`config.mk`:
```
export PLATFORM = sky130hd
export DESIGN_NAME = unioperand_sequencer_flat
export DESIGN_NICKNAME = d
export VERILOG_FILES = /design/src/rtl/unioperand_sequencer_if.sv /design/src/rtl/unioperand_sequencer.sv /design/src/flat_wrapper.sv
export SDC_FILE = /design/constraint.sdc
export NUM_CORES = 1
export LEC_CHECK = 0
export CORE_MARGIN = 2
export CORE_UTILIZATION = 33
export DETAILED_ROUTE_END_ITERATION = 8
export PLACE_DENSITY = 0.77
export SYNTH_ARGS = -nofsm -noshare
export SYNTH_HDL_FRONTEND = slang
export SYNTH_SLANG_ARGS = --single-unit
```
`constraint.sdc`:
```
create_clock -name clk -period 1.2 [get_ports clk]
set_input_delay 0.12 -clock clk [delete_from_list [all_inputs] [get_ports clk]]
set_output_delay 0.12 -clock clk [all_outputs]
set_load 0.01 [all_outputs]
```
`src/rtl/unioperand_sequencer_if.sv`:
```
// unioperand_sequencer_if
// Bundles the sequencer's control/status signals toward the program counter,
// unified memory and accumulator. The sequencer uses the master modport; the
// datapath (or a testbench standing in for it) uses the slave modport.
interface unioperand_sequencer_if #(
  parameter int ADDR_W = 5,
  parameter int DATA_W = 8
);
  logic              start;
  logic [ADDR_W-1:0] pc;
  logic [DATA_W-1:0] mem_rdata;
  logic              acc_zero;
  logic              pc_inc;
  logic              pc_load;
  logic [ADDR_W-1:0] pc_target;
  logic [ADDR_W-1:0] mem_addr;
  logic              mem_we;
  logic              acc_load;
  logic [1:0]        alu_op;
  logic              halted;

  modport master (
    input  start, pc, mem_rdata, acc_zero,
    output pc_inc, pc_load, pc_target, mem_addr, mem_we, acc_load, alu_op, halted
  );

  modport slave (
    output start, pc, mem_rdata, acc_zero,
    input  pc_inc, pc_load, pc_target, mem_addr, mem_we, acc_load, alu_op, halted
  );
endinterface

```
`src/rtl/unioperand_sequencer.sv`:
```
// unioperand_sequencer
// Fetch-decode-execute control for the accumulator machine. Holds the
// instruction register and issues PC, memory, accumulator and ALU strobes,
// one instruction at a time, over a synchronous-read unified memory.
// Build option: define SEQ_COND_BRANCH_EN to make opcode 110 a JZ (branch on
// acc_zero); otherwise opcode 110 behaves as NOP and acc_zero is ignored.
module unioperand_sequencer #(
  parameter int ADDR_W = 5,
  parameter int OPC_W  = 3
) (
  input logic                    clk,
  input logic                    rst,
  unioperand_sequencer_if.master bus
);

  localparam int INSTR_W = OPC_W + ADDR_W;

  typedef enum logic [2:0] {
    S_IDLE,
    S_FETCH,
    S_DECODE,
    S_EXEC,
    S_WB,
    S_HALT
  } state_t;

  typedef enum logic [OPC_W-1:0] {
    OP_HLT,
    OP_LDA,
    OP_STA,
    OP_ADD,
    OP_SUB,
    OP_JMP,
    OP_JZ,
    OP_NOP
  } opcode_t;

  state_t               state;
  state_t               state_nx;
  logic [INSTR_W-1:0]   ir;
  opcode_t              opc;
  logic [ADDR_W-1:0]    ir_addr;

  assign opc     = opcode_t'(ir[INSTR_W-1 -: OPC_W]);
  assign ir_addr = ir[ADDR_W-1:0];

  // State register and instruction register; IR captures the fetched word in DECODE.
  always_ff @(posedge clk) begin
    // NOTE: sequential state uses non-blocking assignments so every register
    // samples the pre-edge values, independent of statement order.
    if (rst) begin
      state <= S_IDLE;
      ir    <= '0;
    end else begin
      state <= state_nx;
      if (state == S_DECODE) ir <= bus.mem_rdata;
    end
  end

  // Next-state and Moore strobe decode from the current state and IR.
  always_comb begin
    // NOTE: every output gets a default first so no path leaves one unassigned,
    // which would otherwise infer a latch.
    state_nx      = state;
    bus.pc_inc    = 1'b0;
    bus.pc_load   = 1'b0;
    bus.pc_target = ir_addr;  // zero after reset because IR is cleared
    bus.mem_addr  = '0;
    bus.mem_we    = 1'b0;
    bus.acc_load  = 1'b0;
    bus.alu_op    = 2'b00;
    bus.halted    = 1'b0;

    case (state)
      S_IDLE, S_HALT: begin
        bus.halted = 1'b1;
        if (bus.start) state_nx = S_FETCH;
      end
      S_FETCH: begin
        bus.mem_addr = bus.pc;
        state_nx     = S_DECODE;
      end
      S_DECODE: begin
        bus.pc_inc = 1'b1;
        state_nx   = S_EXEC;
      end
      S_EXEC: begin
        state_nx = S_FETCH;
        case (opc)
          OP_HLT: state_nx = S_HALT;
          OP_LDA, OP_ADD, OP_SUB: begin
            bus.mem_addr = ir_addr;
            state_nx     = S_WB;
          end
          OP_STA: begin
            bus.mem_addr = ir_addr;
            bus.mem_we   = 1'b1;
          end
          // The DECODE increment has already landed, so this load wins.
          OP_JMP: bus.pc_load = 1'b1;
`ifdef SEQ_COND_BRANCH_EN
          OP_JZ:  bus.pc_load = bus.acc_zero;
`else
          OP_JZ:  ;  // executes as NOP in this build
`endif
          default: ;  // NOP
        endcase
      end
      S_WB: begin
        bus.acc_load = 1'b1;
        case (opc)
          OP_ADD:  bus.alu_op = 2'b01;
          OP_SUB:  bus.alu_op = 2'b10;
          default: bus.alu_op = 2'b00;
        endcase
        state_nx = S_FETCH;
      end
      default: state_nx = S_IDLE;
    endcase
  end

endmodule

```
`src/flat_wrapper.sv`:
```
// flat-port wrapper written by rule: the top's interface ports become plain ports
module unioperand_sequencer_flat 
#(
  parameter int ADDR_W = 5,
  parameter int OPC_W  = 3
)
  (clk, rst, bus_start, bus_pc, bus_mem_rdata, bus_acc_zero, bus_pc_inc, bus_pc_load, bus_pc_target, bus_mem_addr, bus_mem_we, bus_acc_load, bus_alu_op, bus_halted);
  unioperand_sequencer_if #(.ADDR_W(ADDR_W), .DATA_W(8)) bus_i ();
  input logic clk;
  input logic rst;
  input wire logic [$bits(bus_i.start)-1:0] bus_start;
  input wire logic [$bits(bus_i.pc)-1:0] bus_pc;
  input wire logic [$bits(bus_i.mem_rdata)-1:0] bus_mem_rdata;
  input wire logic [$bits(bus_i.acc_zero)-1:0] bus_acc_zero;
  output wire logic [$bits(bus_i.pc_inc)-1:0] bus_pc_inc;
  output wire logic [$bits(bus_i.pc_load)-1:0] bus_pc_load;
  output wire logic [$bits(bus_i.pc_target)-1:0] bus_pc_target;
  output wire logic [$bits(bus_i.mem_addr)-1:0] bus_mem_addr;
  output wire logic [$bits(bus_i.mem_we)-1:0] bus_mem_we;
  output wire logic [$bits(bus_i.acc_load)-1:0] bus_acc_load;
  output wire logic [$bits(bus_i.alu_op)-1:0] bus_alu_op;
  output wire logic [$bits(bus_i.halted)-1:0] bus_halted;
  assign bus_i.start = bus_start;
  assign bus_i.pc = bus_pc;
  assign bus_i.mem_rdata = bus_mem_rdata;
  assign bus_i.acc_zero = bus_acc_zero;
  assign bus_pc_inc = bus_i.pc_inc;
  assign bus_pc_load = bus_i.pc_load;
  assign bus_pc_target = bus_i.pc_target;
  assign bus_mem_addr = bus_i.mem_addr;
  assign bus_mem_we = bus_i.mem_we;
  assign bus_acc_load = bus_i.acc_load;
  assign bus_alu_op = bus_i.alu_op;
  assign bus_halted = bus_i.halted;
  unioperand_sequencer #(.ADDR_W(ADDR_W), .OPC_W(OPC_W)) u_core (.clk(clk), .rst(rst), .bus(bus_i));
endmodule
```
-- Word level (Yosys, flattened, before mapping)
Cells that the tools add are included.
- mux-type cells: 14
- reduce and logical (&&, ||, !) cells: 5
- equal/unequal tests: 11
- operators with widths (operator ; number):
    $pmux 3 s5 ; 1
    $eq 3x2->1 const B ; 4
    $eq 3x3->1 const B ; 4
    $pmux 5 s2 ; 1
    $mux 1 ; 7
    $eq 3x1->1 const B ; 2
    $logic_not 3->1 ; 2
    $pmux 3 s2 ; 1
    $mux 5 ; 1
    $pmux 2 s2 ; 1
    $reduce_or 4->1 ; 1
    $mux 3 ; 1
    $reduce_or 3->1 ; 1
    $mux 2 ; 1
    $ne 2x2->1 const B ; 1
    $reduce_or 2->1 ; 1
- flip-flop bits (word level): 11
- word-level logic and storage cells: 32
- input bits: 17
- output and inout bits: 17

-- Longest topological paths before layout
- word-level depth: 4
- gate-level depth with buffers: 5
- depth with buffers taken out: 3

-- Worst setup path before layout
No wires, ideal clock.
- kind: reg-to-output
- from: register u_core.ir[5]
- to: output port bus_mem_addr[0]
- slack: -0.112 ns
- cell stages (with the launch flop): 5
- data arrival time: 1.192 ns
- required time: 1.080 ns
- path buffers: 1
- cells stage by stage: dfxtp_1 buf_6 or3b_4 a21oi_4 a22o_1
- word-level cells in the longest chain between the ends: 4
- elaborated cells on any way between the ends: 7
- classes of those cells: eq/ne: 4; mux: 2; reduce/logical: 1
- ends and longest elaborated chain (what ; RTL line ; RTL):
    start: declaration ; unioperand_sequencer.sv:40 ; logic [INSTR_W-1:0] ir;
    start signal: assignment ; unioperand_sequencer.sv:56 ; if (state == S_DECODE) ir <= bus.mem_rdata;
    $eq 3x2->1, or another cell as far along ; unioperand_sequencer.sv:89 ; case (opc)
    $reduce_or 4->1 (no source line) (*) ; - ;
    $mux 5 (*) ; unioperand_sequencer.sv:89 ;
    $pmux 5 s2 (*) ; unioperand_sequencer.sv:74 ; case (state)
    end: declaration ; flat_wrapper.sv:18 ; output wire logic [$bits(bus_i.mem_addr)-1:0] bus_mem_addr;
Mark *: on every way between the ends. The rest lies on a longest branch, timed or not.

-- Worst setup path in the final report
- from: register u_core.ir[7]
- to: output port bus_alu_op[1]
- word-level cells in the longest chain between the ends: 3
- elaborated cells on any way between the ends: 4
- classes of those cells: eq/ne: 2; mux: 2
- ends and longest elaborated chain (what ; RTL line ; RTL):
    $eq 3x3->1 / $eq 3x2->1 (equally long branches) ; unioperand_sequencer.sv:111 ; case (opc)
    $pmux 2 s2 (*) ; unioperand_sequencer.sv:111 ;
    $mux 2 (*) ; unioperand_sequencer.sv:74 ;
    end: declaration ; flat_wrapper.sv:21 ; output wire logic [$bits(bus_i.alu_op)-1:0] bus_alu_op;
Marks and branches as above.

==> metrics.md <==
| Metric | Value |
|---|---|
| Max IR drop VDD | `between 600 and 700 uV` |
| Final hold violations | `0` |
| CP endpoint kind | `primary output` |
| Post-DP HPWL | `~1.2 mm` |
| Post-synthesis sequential area ratio | `35.6%` |
| CTS tree | `done` |
| Max-cap violation count | `0` |
| Fraction of layout cells with a size suffix above 1 | `43.9%` |
| DIE AREA | `2240 um^2` |
| Antenna-violating nets left | `0` |
| Setup-failing EPs final | `22` |
| Leakage | `0.000498 uW` |
| Largest cells by area after synthesis | `dfxtp_1, mux2i_1, nor2_1, buf_4, a22o_1` |
| Num CTS Buffers | `3` |
| Synthesis-to-layout area growth | `84.0%` |
| Pwr dens | `1020 nW/um^2` |
| Yosys cell types | `24` |
| Area after DPL | `998 um^2` |
| Hold WC Path Type | `input port to flip-flop` |
| Violated checks | `setup timing` |
| Vias in the first global route | `685` |
| Vias/cell | `just under 5` |
| Initial Util | `35.5%` |
| Setup Crit Path Kind | `flip-flop to primary output` |
| # DRC | `0` |
| Row count | `15` |
| Critical Path Fanout Max | `2` |
| Clock Sinks | `11` |
| Clock latency on the worst-skew pair | `0.27 ns` |
| Clock tree buffer depth | `2` |
| Finished Cell Area | `between 1000 and 1500 um^2` |
| Required time worst endpoint | `1.08 ns` |
| Total grt overflow | `0` |
| Startpoint Class | `flip-flop` |
| Reg clk slew, reported paths | `0.08 ns` |
| Total Routed Length | `1.85 mm` |
| Tot GR Track Use | `19.2%` |
| Cells after synthesis | `66` |
| Htree depth | `1` |
| FFs w/ async S/R, synth | `0%` |
| Top-Level Pins | `34` |
| Setup_tns | `-5.02 ns` |
| Fin crit period | `1.66 ns` |
| Yosys top cell area share | `35.6%` |
| Final Cycle Share | `138%` |
| Core Box Area | `1750 um^2` |
| Die height | `47.3 um` |
| Top cell type by total area after synthesis | `dfxtp_1` |
| Die X | `47.3 um` |
| First-pass GRT wire length | `approximately 3.0 mm` |
| Post-synth net total | `83` |
| RSZ-0062 raised after global routing | `yes` |
| Post-synth EDFFs | `0` |
| First drt pass iteration count | `2` |
| Final nets | `132` |
| Max Slew Vio Count | `0` |
| Initial DRC count | `3` |
| Ant. Diodes | `0` |
| Routed len/inst | `13.3 um` |
| Critical Path AT | `between 1.5 and 2 ns` |
| Port buffer count | `32` |
| Placed Cells | `125` |
| Least-Margin Pin Slew | `0.422 ns` |
| GP Congestion | `0.684` |
| Avg Inst Size Synth | `between 9 and 10 um^2` |
| Initial antenna violation count | `0` |
| Rel. slew slack | `71.8%` |
| Achievable Freq | `0.602 GHz` |
| Largest net degree at the start of global routing | `12` |
| Vias | `676` |
| YS warnings | `0` |
| Root buffer cell | `clkbuf_4` |
| Hold slack | `0.449 ns` |
| Final cell count without fillers | `139` |
| Seq cells post-synth | `11` |
| Setup Skew | `0.00597 ns` |
| Mapped Area | `619 um^2` |
| Final critical-path setup slack | `-0.462 ns` |
| Outcome | `complete, but fails checks` |
| Ys flop type | `dfxtp_1` |
==> flip-flops by register name, indices dropped and copies added, names as in the netlist <==
name / count
u_core.ir: 8
u_core.state: 3
==> timing repair <==
| item | 4_1_cts | 5_1_grt |
|---|---|---|
| endpoints found under the setup margin | 25 | 23 |
| pin swaps | 13 | 7 |
| gates resized for setup | 74 | 6 |
| buffers inserted | 5 | 5 |
| gates cloned | 1 | 0 |
| hold buffers | 0 | 0 |
==> synth_stat cells, types with 2 or more instances <==
library cell	n
a22o_1	5
nand2b_1	2
nor2_1	13
buf_4	6
nor3b_1	3
dfxtp_1	11
mux2i_1	9
==> through the flow <==
step	worst slack (ns)	total power [uW]	util [%]
floorplan	-0.0654	640	-
global placement	-0.495	814	57.2
finish	-0.462	1170	65.3
global route	-0.536	1240	65.3
CTS	-0.490	1150	62.3
detailed placement	-0.520	824	57.2
==> per-layer routing <==
layer / routed length (um) / GRT usage [%]
met1: 758 / 21.2
met2: 942 / 31.6
met3: 113 / 5.38
met4: 36 / 13.3
met5: 0 / 0
==> cells by family after synthesis <==
kind of cell           Yosys count  share of synthesized area, %
buffers and inverters            9                          10.5
multiplexers                     9                          14.5
XOR/XNOR                         1                          1.41
AND/OR/NAND/NOR                 26                          23.8
flip-flops                      11                          35.6
AO/OA/AOI/OAI                   10                          14.1
==> layout make-up <==
class                           instances  area, um^2
Fill cell                             143         606
Timing Repair Buffer                   53         468
Multi-Input combinational cell         46         388
Sequential cell                        11         225
Tap cell                               25        31.3
Clock buffer                            3        22.5
Clock inverter                          1        5.00
==> worst paths after layout <==
| kind | from | endpoint | slack, ns | cells after the start |
|---|---|---|---|---|
| worst max-delay path | u_core.ir[7] | bus_alu_op[1] | -0.46 | 5 |
| worst min-delay path | bus_mem_rdata[5] | u_core.ir[5] | 0.45 | 3 |
| worst max register to register | u_core.state[0] | u_core.ir[2] | -0.17 | 6 |
| worst min register to register | u_core.ir[3] | u_core.ir[3] | 0.53 | 2 |
==> layout by cell type (no fill, tap or decap), types with 3 or more instances in the layout <==
cell / count
nor2_1: 11
buf_6: 11
dfxtp_2: 4
a22o_1: 5
dlygate4sd2_1: 5
mux2i_1: 9
clkbuf_4: 3
buf_2: 11
clkdlybuf4s50_1: 15
buf_4: 10
dfxtp_1: 7
==> critical path, stage by stage, from the launching register on <==
cell	delay (ns)
dfxtp_2	0.33
or3b_4	0.40
buf_4	0.15
buf_6	0.10
nor3_2	0.12
buf_2	0.16
==> where the power goes <==
| part | total, uW | switching [uW] | internal, uW |
|---|---|---|---|
| registers | 421 | 21.3 | 400 |
| clock network | 268 | 144 | 123 |
| logic | 479 | 200 | 279 |
Power figures use the tool's default switching activity.
